`config.mk`:
```
export PLATFORM = sky130hd
export DESIGN_NAME = cacheline_mem_arbiter_flat
export DESIGN_NICKNAME = d
export VERILOG_FILES = /design/src/rtl/mem_arb_pkg.sv /design/src/rtl/cacheline_mem_arbiter_if.sv /design/src/rtl/line_beat_buffer.sv /design/src/rtl/cacheline_mem_arbiter.sv /design/src/flat_wrapper.sv
export SDC_FILE = /design/constraint.sdc
export NUM_CORES = 2
export LEC_CHECK = 0
export CAP_MARGIN = 5
export CORE_AREA = 10 10 492 494
export CTS_CLUSTER_SIZE = 40
export DETAILED_ROUTE_END_ITERATION = 8
export DIE_AREA = 0 0 502 504
export GPL_TIMING_DRIVEN = 1
export PLACE_DENSITY = 0.35
export SLEW_MARGIN = 20
export SYNTH_ARGS = -nofsm -noshare
export SYNTH_HDL_FRONTEND = slang
export SYNTH_SLANG_ARGS = --single-unit
```
`constraint.sdc`:
```
create_clock -name clk -period 19.5 [get_ports clk]
set_input_delay 3.9 -clock clk [delete_from_list [all_inputs] [get_ports clk]]
set_output_delay 3.9 -clock clk [all_outputs]
set_load 0.005 [all_outputs]
```
`src/rtl/mem_arb_pkg.sv`:
```
// Shared types and geometry for the cache-line to burst-memory arbiter.
package mem_arb_pkg;

  localparam int LINE_W   = 256;
  localparam int BEAT_W   = 64;
  localparam int BEATS    = LINE_W / BEAT_W;
  localparam int CNT_W    = $clog2(BEATS);
  localparam int OFFSET_W = $clog2(LINE_W / 8);

  typedef enum logic [2:0] {
    IDLE,
    RD_REQ,
    RD_DATA,
    WR_BURST,
    RESP
  } arb_state_t;

  typedef enum logic {
    PORT_I,
    PORT_D
  } arb_port_t;

  typedef enum logic {
    OP_READ,
    OP_WRITE
  } arb_op_t;

  // Clear the byte-offset bits so the burst starts on a line boundary.
  function automatic logic [31:0] line_align(input logic [31:0] addr);
    return addr & ~((32'd1 << OFFSET_W) - 32'd1);
  endfunction

endpackage

```
`src/rtl/cacheline_mem_arbiter_if.sv`:
```
// Bundles both cache dfp ports and the burst memory port.
// master: caches plus memory (environment side); slave: the arbiter.
interface cacheline_mem_arbiter_if;
  import mem_arb_pkg::*;

  logic [31:0]       i_dfp_addr;
  logic              i_dfp_read;
  logic              i_dfp_write;
  logic [LINE_W-1:0] i_dfp_wdata;
  logic [LINE_W-1:0] i_dfp_rdata;
  logic              i_dfp_resp;
  logic              i_in_arbit;

  logic [31:0]       d_dfp_addr;
  logic              d_dfp_read;
  logic              d_dfp_write;
  logic [LINE_W-1:0] d_dfp_wdata;
  logic [LINE_W-1:0] d_dfp_rdata;
  logic              d_dfp_resp;
  logic              d_in_arbit;

  logic [31:0]       bmem_addr;
  logic              bmem_read;
  logic              bmem_write;
  logic [BEAT_W-1:0] bmem_wdata;
  logic              bmem_ready;
  logic [31:0]       bmem_raddr;
  logic [BEAT_W-1:0] bmem_rdata;
  logic              bmem_rvalid;

  modport master (
    output i_dfp_addr, i_dfp_read, i_dfp_write, i_dfp_wdata,
    input  i_dfp_rdata, i_dfp_resp, i_in_arbit,
    output d_dfp_addr, d_dfp_read, d_dfp_write, d_dfp_wdata,
    input  d_dfp_rdata, d_dfp_resp, d_in_arbit,
    input  bmem_addr, bmem_read, bmem_write, bmem_wdata,
    output bmem_ready, bmem_raddr, bmem_rdata, bmem_rvalid
  );

  modport slave (
    input  i_dfp_addr, i_dfp_read, i_dfp_write, i_dfp_wdata,
    output i_dfp_rdata, i_dfp_resp, i_in_arbit,
    input  d_dfp_addr, d_dfp_read, d_dfp_write, d_dfp_wdata,
    output d_dfp_rdata, d_dfp_resp, d_in_arbit,
    output bmem_addr, bmem_read, bmem_write, bmem_wdata,
    input  bmem_ready, bmem_raddr, bmem_rdata, bmem_rvalid
  );

endinterface

```
`src/rtl/line_beat_buffer.sv`:
```
// One cache line with beat-indexed load/extract and a beat counter.
// Holds writeback data for serialisation and assembles read beats.
module line_beat_buffer
  import mem_arb_pkg::*;
(
  input  logic              clk,
  input  logic              rst,
  input  logic              load_line,
  input  logic [LINE_W-1:0] line_in,
  input  logic              store_beat,
  input  logic [BEAT_W-1:0] beat_in,
  input  logic              advance,
  input  logic              clear,
  output logic [LINE_W-1:0] line_out,
  output logic [BEAT_W-1:0] beat_out,
  output logic              last_beat
);

  logic [LINE_W-1:0] line_q;
  logic [CNT_W-1:0]  beat_idx;

  // Beat counter: steps on each stored or accepted beat, cleared per transaction.
  always_ff @(posedge clk or posedge rst) begin
    // NOTE: sequential state uses non-blocking (<=) so every flop samples pre-edge values.
    if (rst) begin
      beat_idx <= '0;
    end else if (clear) begin
      beat_idx <= '0;
    end else if (store_beat || advance) begin
      beat_idx <= beat_idx + CNT_W'(1);
    end
  end

  // Line storage: whole-line load at grant, single-beat store on read data.
  // NOTE: the line register is pure datapath with no reset; every consumer is
  // gated by FSM state, so its contents are never visible before being written.
  always_ff @(posedge clk) begin
    if (load_line) begin
      line_q <= line_in;
    end else if (store_beat) begin
      line_q[beat_idx*BEAT_W +: BEAT_W] <= beat_in;
    end
  end

  assign line_out  = line_q;
  assign beat_out  = line_q[beat_idx*BEAT_W +: BEAT_W];
  assign last_beat = (beat_idx == CNT_W'(BEATS - 1));

endmodule

```
`src/rtl/cacheline_mem_arbiter.sv`:
```
// Arbitrates icache/dcache line requests onto one burst memory port.
// Round-robin on contention; reads deserialised, writebacks serialised.
module cacheline_mem_arbiter
  import mem_arb_pkg::*;
(
  input  logic                  clk,
  input  logic                  rst,
  cacheline_mem_arbiter_if.slave bus
);

  arb_state_t        state, next_state;
  arb_port_t         grant_port, last_grant, grant_sel;
  arb_op_t           op;
  logic [31:0]       addr_q;

  logic              i_req, d_req;
  logic              sel_write;
  logic [31:0]       sel_addr;
  logic [LINE_W-1:0] sel_wdata;

  logic              grant_en, buf_store, buf_adv, buf_clear;
  logic [LINE_W-1:0] buf_line;
  logic [BEAT_W-1:0] buf_beat;
  logic              last_beat;
  logic              beat_match;

  logic [LINE_W-1:0] resp_line, i_rdata_q, d_rdata_q;
  logic              i_resp, d_resp;

  assign i_req = bus.i_dfp_read | bus.i_dfp_write;
  assign d_req = bus.d_dfp_read | bus.d_dfp_write;

  // Round-robin pick: on contention take the port not served last time.
  always_comb begin
    grant_sel = PORT_I;
    if (i_req && d_req) begin
      if (last_grant == PORT_I) begin
        grant_sel = PORT_D;
      end
    end else if (d_req) begin
      grant_sel = PORT_D;
    end
  end

  // Write wins when a port raises read and write together.
  assign sel_write  = (grant_sel == PORT_D) ? bus.d_dfp_write : bus.i_dfp_write;
  assign sel_addr   = (grant_sel == PORT_D) ? bus.d_dfp_addr  : bus.i_dfp_addr;
  assign sel_wdata  = (grant_sel == PORT_D) ? bus.d_dfp_wdata : bus.i_dfp_wdata;

  assign beat_match = bus.bmem_rvalid && (bus.bmem_raddr == addr_q);

  // State register; async reset aborts any burst in flight.
  always_ff @(posedge clk or posedge rst) begin
    if (rst) begin
      state <= IDLE;
    end else begin
      state <= next_state;
    end
  end

  // Next-state logic and memory-side command outputs.
  always_comb begin
    // NOTE: every output gets a default first so no path through the case infers a latch.
    next_state      = state;
    grant_en        = 1'b0;
    buf_store       = 1'b0;
    buf_adv         = 1'b0;
    buf_clear       = 1'b0;
    bus.bmem_addr   = '0;
    bus.bmem_read   = 1'b0;
    bus.bmem_write  = 1'b0;
    bus.bmem_wdata  = '0;
    case (state)
      IDLE: begin
        if (i_req || d_req) begin
          grant_en = 1'b1;
          if (sel_write) begin
            next_state = WR_BURST;
          end else begin
            next_state = RD_REQ;
          end
        end
      end
      RD_REQ: begin
        bus.bmem_read = 1'b1;
        bus.bmem_addr = addr_q;
        if (bus.bmem_ready) begin
          next_state = RD_DATA;
        end
      end
      RD_DATA: begin
        if (beat_match) begin
          buf_store = 1'b1;
          if (last_beat) begin
            next_state = RESP;
          end
        end
      end
      WR_BURST: begin
        bus.bmem_write = 1'b1;
        bus.bmem_addr  = addr_q;
        bus.bmem_wdata = buf_beat;
        if (bus.bmem_ready) begin
          buf_adv = 1'b1;
          if (last_beat) begin
            next_state = RESP;
          end
        end
      end
      RESP: begin
        buf_clear  = 1'b1;
        next_state = IDLE;
      end
      default: begin
        next_state = IDLE;
      end
    endcase
  end

  // Latch the granted request; it runs to completion even if the cache drops it.
  always_ff @(posedge clk or posedge rst) begin
    if (rst) begin
      grant_port <= PORT_I;
      last_grant <= PORT_I;
      op         <= OP_READ;
      addr_q     <= '0;
    end else begin
      if (grant_en) begin
        grant_port <= grant_sel;
        addr_q     <= line_align(sel_addr);
        if (sel_write) begin
          op <= OP_WRITE;
        end else begin
          op <= OP_READ;
        end
      end
      if (state == RESP) begin
        last_grant <= grant_port;
      end
    end
  end

  line_beat_buffer u_buf (
    .clk        (clk),
    .rst        (rst),
    .load_line  (grant_en),
    .line_in    (sel_wdata),
    .store_beat (buf_store),
    .beat_in    (bus.bmem_rdata),
    .advance    (buf_adv),
    .clear      (buf_clear),
    .line_out   (buf_line),
    .beat_out   (buf_beat),
    .last_beat  (last_beat)
  );

  assign resp_line = (op == OP_READ) ? buf_line : '0;
  assign i_resp    = (state == RESP) && (grant_port == PORT_I);
  assign d_resp    = (state == RESP) && (grant_port == PORT_D);

  // Per-port copy of the returned line so it survives the other port's traffic.
  always_ff @(posedge clk or posedge rst) begin
    if (rst) begin
      i_rdata_q <= '0;
      d_rdata_q <= '0;
    end else begin
      if (i_resp) begin
        i_rdata_q <= resp_line;
      end
      if (d_resp) begin
        d_rdata_q <= resp_line;
      end
    end
  end

  assign bus.i_dfp_resp  = i_resp;
  assign bus.d_dfp_resp  = d_resp;
  assign bus.i_dfp_rdata = i_resp ? resp_line : i_rdata_q;
  assign bus.d_dfp_rdata = d_resp ? resp_line : d_rdata_q;
  assign bus.i_in_arbit  = (state != IDLE) && (grant_port == PORT_I);
  assign bus.d_in_arbit  = (state != IDLE) && (grant_port == PORT_D);

endmodule

```
`src/flat_wrapper.sv`:
```
// flat-port wrapper written by rule: the top's interface ports become plain ports
module cacheline_mem_arbiter_flat import mem_arb_pkg::*;
  (clk, rst, bus_i_dfp_addr, bus_i_dfp_read, bus_i_dfp_write, bus_i_dfp_wdata, bus_i_dfp_rdata, bus_i_dfp_resp, bus_i_in_arbit, bus_d_dfp_addr, bus_d_dfp_read, bus_d_dfp_write, bus_d_dfp_wdata, bus_d_dfp_rdata, bus_d_dfp_resp, bus_d_in_arbit, bus_bmem_addr, bus_bmem_read, bus_bmem_write, bus_bmem_wdata, bus_bmem_ready, bus_bmem_raddr, bus_bmem_rdata, bus_bmem_rvalid);
  cacheline_mem_arbiter_if bus_i ();
  input  logic clk;
  input  logic rst;
  input wire logic [$bits(bus_i.i_dfp_addr)-1:0] bus_i_dfp_addr;
  input wire logic [$bits(bus_i.i_dfp_read)-1:0] bus_i_dfp_read;
  input wire logic [$bits(bus_i.i_dfp_write)-1:0] bus_i_dfp_write;
  input wire logic [$bits(bus_i.i_dfp_wdata)-1:0] bus_i_dfp_wdata;
  output wire logic [$bits(bus_i.i_dfp_rdata)-1:0] bus_i_dfp_rdata;
  output wire logic [$bits(bus_i.i_dfp_resp)-1:0] bus_i_dfp_resp;
  output wire logic [$bits(bus_i.i_in_arbit)-1:0] bus_i_in_arbit;
  input wire logic [$bits(bus_i.d_dfp_addr)-1:0] bus_d_dfp_addr;
  input wire logic [$bits(bus_i.d_dfp_read)-1:0] bus_d_dfp_read;
  input wire logic [$bits(bus_i.d_dfp_write)-1:0] bus_d_dfp_write;
  input wire logic [$bits(bus_i.d_dfp_wdata)-1:0] bus_d_dfp_wdata;
  output wire logic [$bits(bus_i.d_dfp_rdata)-1:0] bus_d_dfp_rdata;
  output wire logic [$bits(bus_i.d_dfp_resp)-1:0] bus_d_dfp_resp;
  output wire logic [$bits(bus_i.d_in_arbit)-1:0] bus_d_in_arbit;
  output wire logic [$bits(bus_i.bmem_addr)-1:0] bus_bmem_addr;
  output wire logic [$bits(bus_i.bmem_read)-1:0] bus_bmem_read;
  output wire logic [$bits(bus_i.bmem_write)-1:0] bus_bmem_write;
  output wire logic [$bits(bus_i.bmem_wdata)-1:0] bus_bmem_wdata;
  input wire logic [$bits(bus_i.bmem_ready)-1:0] bus_bmem_ready;
  input wire logic [$bits(bus_i.bmem_raddr)-1:0] bus_bmem_raddr;
  input wire logic [$bits(bus_i.bmem_rdata)-1:0] bus_bmem_rdata;
  input wire logic [$bits(bus_i.bmem_rvalid)-1:0] bus_bmem_rvalid;
  assign bus_i.i_dfp_addr = bus_i_dfp_addr;
  assign bus_i.i_dfp_read = bus_i_dfp_read;
  assign bus_i.i_dfp_write = bus_i_dfp_write;
  assign bus_i.i_dfp_wdata = bus_i_dfp_wdata;
  assign bus_i_dfp_rdata = bus_i.i_dfp_rdata;
  assign bus_i_dfp_resp = bus_i.i_dfp_resp;
  assign bus_i_in_arbit = bus_i.i_in_arbit;
  assign bus_i.d_dfp_addr = bus_d_dfp_addr;
  assign bus_i.d_dfp_read = bus_d_dfp_read;
  assign bus_i.d_dfp_write = bus_d_dfp_write;
  assign bus_i.d_dfp_wdata = bus_d_dfp_wdata;
  assign bus_d_dfp_rdata = bus_i.d_dfp_rdata;
  assign bus_d_dfp_resp = bus_i.d_dfp_resp;
  assign bus_d_in_arbit = bus_i.d_in_arbit;
  assign bus_bmem_addr = bus_i.bmem_addr;
  assign bus_bmem_read = bus_i.bmem_read;
  assign bus_bmem_write = bus_i.bmem_write;
  assign bus_bmem_wdata = bus_i.bmem_wdata;
  assign bus_i.bmem_ready = bus_bmem_ready;
  assign bus_i.bmem_raddr = bus_bmem_raddr;
  assign bus_i.bmem_rdata = bus_bmem_rdata;
  assign bus_i.bmem_rvalid = bus_bmem_rvalid;
  cacheline_mem_arbiter u_core (.clk(clk), .rst(rst), .bus(bus_i));
endmodule
```
### After elaboration in Yosys (flattened, before gate mapping)

Index checks and enable logic that the tools add are counted.
W data, S select, Z words.

| word-level totals | value |
|---|---|
| bits in registers | 803 |
| bits of input ports | 680 |
| output and inout port bits | 614 |
| logic and storage cells | 74 |

| operators by class | value |
|---|---|
| add/sub/neg operators | 2 |
| eq/ne operators | 10 |
| shift operators | 3 |
| muxes and demuxes | 33 |
| bitwise logic cells | 3 |
| reduce and logical (&&, ||, !) cells | 14 |

Operator list:

| operator | number |
|---|---|
| $mux W256 | 6 |
| $bwmux W256 | 1 |
| $shift A64 B34 Y256 const A | 1 |
| $shiftx A256 B9 Y64 | 1 |
| $shiftx A64 B34 Y256 | 1 |
| $mux W32 | 2 |
| $mux W64 | 1 |
| $neg A8 Y34 | 1 |
| $eq A32 B32 Y1 | 1 |
| $mux W3 | 5 |
| $mux W1 | 14 |
| $pmux W3 S4 | 1 |
| $eq A3 B2 Y1 const B | 2 |
| $logic_and A1 B1 Y1 | 6 |
| $mux W2 | 3 |
| $ne A2 B1 Y1 const B | 2 |
| $ne A2 B2 Y1 const B | 2 |
| $reduce_and A4 Y1 | 1 |
| $reduce_bool A2 Y1 | 2 |
| $eq A3 B1 Y1 const B | 1 |
| $eq A3 B3 Y1 const B | 1 |
| $logic_not A3 Y1 | 1 |
| $reduce_bool A3 Y1 | 1 |
| $add A2 B1 Y2 const B | 1 |
| 5 further kinds | 7 |

### Longest topological paths before layout

| logic depth | value |
|---|---|
| depth after elaboration | 7 |
| gate-level depth with buffers | 10 |
| gate-level depth less buffers | 7 |

### Hierarchy

From an unflattened synthesis, not the netlist that was laid out.

| unflattened totals | value |
|---|---|
| cell total of the unflattened synthesis | 3497 |
| area, all modules | 37678.6 sq um |

By module, submodules not included:

| module | times used | cells an instance | area each (sq um) | sequential area each (sq um) |
|---|---|---|---|---|
| cacheline_mem_arbiter | 1 | 2524 | 24467.2 | 13638.1 |
| line_beat_buffer | 1 | 973 | 13211.4 | 7737.4 |

### Worst setup path before layout

Ideal clock, no wire load.

| path | value |
|---|---|
| path type | in2reg |
| from | input port bus_bmem_raddr[3] |
| to | register u_core.u_buf.line_q[0], in the netlist u_core.u_buf.line_out[0] (enable) |
| setup time | 421 ps |
| data arrival time | 6354 ps |
| required time | 19079 ps |
| setup slack | 12725 ps |
| cell stages on the path | 5 |
| buffers on the path | 0 |
| cells stage by stage | nor4b_1 -> nand4_1 -> or4_1 -> nor2_1 -> a21o_1 |

| between the ends | value |
|---|---|
| longest elaborated chain between the ends | 5 |

Ends and longest elaborated chain:

| what | RTL line | text |
|---|---|---|
| from (decl) | flat_wrapper.sv:26 | `input wire logic [$bits(bus_i.bmem_raddr)-1:0] bus_bmem_raddr;` |
| $eq A32 B32 Y1 | cacheline_mem_arbiter.sv:50 | `assign beat_match = bus.bmem_rvalid && (bus.bmem_raddr == addr_q);` |
| $logic_and A1 B1 Y1 | cacheline_mem_arbiter.sv:50 |  |
| $mux W1 | cacheline_mem_arbiter.sv:92 | `if (beat_match) begin` |
| $mux W1 | cacheline_mem_arbiter.sv:73 | `case (state)` |
| $reduce_bool A2 Y1 (no line) | n/a |  |
| to (signal assigned) | line_beat_buffer.sv:39 | `line_q <= line_in;` |
| to (signal, indexed assignment) | line_beat_buffer.sv:41 | `line_q[beat_idx*BEAT_W +: BEAT_W] <= beat_in;` |
| to (decl) | line_beat_buffer.sv:19 | `logic [LINE_W-1:0] line_q;` |

No other way between the ends.
A chain may end at the register's enable or synchronous reset.

### Worst setup path in the final report

| path | value |
|---|---|
| from | register u_core.state[1] |
| to | output port bus_d_dfp_rdata[155] |

| between the ends | value |
|---|---|
| longest elaborated chain between the ends | 3 |

Ends and longest elaborated chain:

| what | RTL line | text |
|---|---|---|
| from (decl) | cacheline_mem_arbiter.sv:11 | `arb_state_t state, next_state;` |
| from (signal assigned) | cacheline_mem_arbiter.sv:57 | `state <= next_state;` |
| $eq A3 B3 Y1 | cacheline_mem_arbiter.sv:159 | `assign d_resp = (state == RESP) && (grant_port == PORT_D);` |
| $logic_and A1 B1 Y1 | cacheline_mem_arbiter.sv:159 |  |
| $mux W256 | cacheline_mem_arbiter.sv:179 | `assign bus.d_dfp_rdata = d_resp ? resp_line : d_rdata_q;` |
| to (decl) | flat_wrapper.sv:18 | `output wire logic [$bits(bus_i.d_dfp_rdata)-1:0] bus_d_dfp_rdata;` |

No other way between the ends.

==> out/qor.csv <==
stage,metric,value,unit
pwr,p_per_area,141.7,mW/mm^2
synthesis,synth_top_area_share,36.38,%
die,fp.dieW,502,um
pwr,p_leak,21.85,nW
synthesis,yosys.cell_count.top_type,nand2_1,
sta,worst_pin_slew,1115,ps
synthesis,synth_area,0.03763,mm^2
clock_tree,holdBufCountCts,0,
setup_path,end_kind,output pin,
global_route,grt.busiest_layer,met2,
clock_tree,postCtsSetupBuffers,0,
sta,report.final.slew_viol_count,0,
finish,regArea,0.02139,mm^2
setup_path,cp-start-kind,flop,
sta,clock-skew-final,55.37,ps
sta,finalSetupViolCount,0,
clock_tree,cts_buffer_depth,3,
finish,finalCoreUtilization,24.67,%
clock_tree,insertion_delay,760,ps
synthesis,synth_xor_area_share,0.6517,%
status,status,completed,
routing,postRouteAntennaNets,0,
pwr,vdd_drop_max,0.07266,mV
placed_design,hpwl,182800,um
global_route,first_global_vias,33352,
synthesis,postSynthCellCount,3473,
sta,rsz0062_at_grt,no,
placed_design,pre_cts_slack,10350,ps
finish,nets,5327,
synthesis,yosys.cell_types.count,40,
sta,fmax,103.0,MHz
die,dieArea,0.2530,mm^2
routing,first_iter_violations,1847,
setup_path,setup.worst_path.class,reg2out,
synthesis,avgSynthCellArea,10.83,um^2
die,ios,1294,
routing,routed_wl,235100,um
placed_design,dpl.cell_count,7576,
clock_tree,ctsResizeCount,0,
synthesis,synth_simple_gate_area_share,14.77,%
routing,routed_via_density,4.057,
routing,firstDrtPassIters,7,
synthesis,async_flop_share,68.12,%
placed_design,place.gp.congestion,0.8363,
die,design.core.area,0.2319,mm^2
global_route,use_met2,30.00,%
hold_path,hold_path.class,reg2reg,
global_route,grtUsageMet3,6.602,%
die,chipHeight,504,um
synthesis,synth_area_leader_cell,dfrtp_1,
placed_design,port_buffers,1278,
die,start_util,16.23,%
routing,drc,0,
pwr,p_total,8.105,mW
global_route,grt_usage,17.88,%
finish,multi_input_area,0.01501,mm^2
die,row_count,177,
sta,maxSlewHeadroom,25.68,%
synthesis,ys.warnings.count,0,
routing,dr_total_vias,31665,
synthesis,ys_seq_elements,803,
synthesis,yosysSeqAreaShare,56.81,%
global_route,grt.overflow.total,0,
synthesis,netlist_top_cells_count,"nand2_1 (745), dfrtp_1 (547), o21ai_0 (399), mux2i_1 (285), nand2b_1 (257)",
finish,nFillCells,25030,
synthesis,synth_edf_count,256,
clock_tree,cts-htree-levels,3,
setup_path,arrival,5810,ps
clock_tree,clk_pin_slew_worst_paths,60,ps
setup_path,critPathRequiredTime,15600,ps
clock_tree,numCtsBuffers,108,
global_route,antenna_found_initial,119,
synthesis,synth_top_family_by_area,simple AND/OR/NAND/NOR gates,
synthesis,synth_fa_ha_area_share,0.1330,%
sta,period_needed,9706,ps
setup_path,crit_fanout,89,
job,maxCapViolations,0,
sta,hold_viol_final,0,
sta,final.setup.worst_slack,9794,ps
synthesis,ys_top_cells_by_area,"dfrtp_1 (36%), edfxtp_1 (20%), mux2i_1 (7.6%), nand2_1 (7.4%), o21ai_0 (5.3%)",
finish,stdcell_count,7805,
synthesis,synth_mux_area_share,11.44,%
sta,tns,0,ps
global_route,use_met1,21.81,%
clock_tree,cts.sinks,803,
finish,area_growth,52.04,%
global_route,grt_max_degree,189,
sta,fin_crit_sh,49.78,%
routing,wl_per_cell,30.12,um
clock_tree,cts_tree,done,
synthesis,synthFlopType,dfrtp_1,
finish,drive_above_1_share,10.36,%
global_route,grt_pass1_wl,314200,um
clock_tree,cts-root-buf,clkbuf_16,
synthesis,synth_compound_area_share,12.64,%
## layout by cell type, fill, tap and decap left out, types with 5 or more instances in the layout
master / instances
xnor2_1: 11
nand2_1: 745
conb_1: 5
o21ai_1: 219
inv_1: 5
bufinv_16: 7
clkinv_2: 21
edfxtp_1: 256
nand2b_1: 256
nor2_1: 7
dfrtp_1: 543
and2_1: 28
o21ai_2: 180
buf_12: 5
and3_1: 64
nand3_1: 65
xor2_1: 17
buf_4: 52
diode_2: 24
clkbuf_8: 19
clkinv_1: 10
o21ai_0: 399
clkdlybuf4s50_1: 1278
clkbuf_1: 26
mux2i_1: 285
mux4_2: 64
inv_6: 5
clkbuf_16: 109
## routing by layer
layer	share of wire, %	vias to the layer above	wire length [um]
met5	0.21	-	494
met4	2.2	80	5117
met3	8.8	311	20610
met2	47	1263	110500
met1	42	15494	98330
li1	-	14517	-
## area by class of cell
type / instances / share of cell area [%]
well taps: 3043 / 6.655
inverters: 6 / 0.05249
flip-flops and latches: 803 / 37.39
repair buffers: 1335 / 23.22
clock inverters: 51 / 0.9535
diodes: 24 / 0.1050
clock buffers: 154 / 5.395
multi-input cells: 2389 / 26.23
## metrics by stage
| stage | area [um^2] | hold WS, ps |
|---|---|---|
| after global routing | 57150 | 515.9 |
| after global placement | 53520 | 474.9 |
| after floorplan | 37640 | 482.6 |
| final | 57210 | 487.3 |
| after detailed placement | 53520 | 479.5 |
| after CTS | 57150 | 496.8 |
## worst max-delay path: stages, from the launching register on
cell and delay [ps]:
dfrtp_4 800, nor2_1 210, nand3_4 500, buf_4 720
buf_4 790, buf_4 750, nand2_1 110, o21ai_0 140
clkdlybuf4s50_1 720
## final timing paths
kind | depth (start not counted) | end | slack, ps | start
min in group asynchronous | 2 | u_core.d_rdata_q[224] | 3620 | rst
max | 8 | bus_d_dfp_rdata[155] | 9790 | u_core.state[1]
min | 2 | u_core.d_rdata_q[60] | 490 | u_core.d_rdata_q[60]
min reg2reg | 2 | u_core.d_rdata_q[60] | 490 | u_core.d_rdata_q[60]
max reg2reg | 7 | u_core.u_buf.line_out[36] | 13880 | u_core.state[1]
max in group asynchronous | 5 | u_core.i_rdata_q[186] | 13100 | rst
## state kept, by name (all words and copies together), names as in the netlist
register and cells:
u_core.d_rdata_q 256, u_core.i_rdata_q 256, u_core.u_buf.line_out 256, u_core.addr_q 27
u_core.state 3, u_core.u_buf.beat_idx 2, u_core.grant_port 1, u_core.last_grant 1
u_core.op 1
## power by group
group,switching [mW],total (mW),internal [mW]
Clock,0.861,2.06,1.20
Combinational,1.95,3.51,1.56
Sequential,0.245,2.54,2.29
Total,3.06,8.11,5.05
## logic make-up after synthesis
group	Yosys count
xor gates and xnor gates	28
and+or+nand+nor	1192
muxes	350
other	1
buffers and inverters	285
DFF	803
adders and majority gates	4
AOI/OAI and AO/OA	810
No activity file was read; power rests on OpenSTA's default activity.
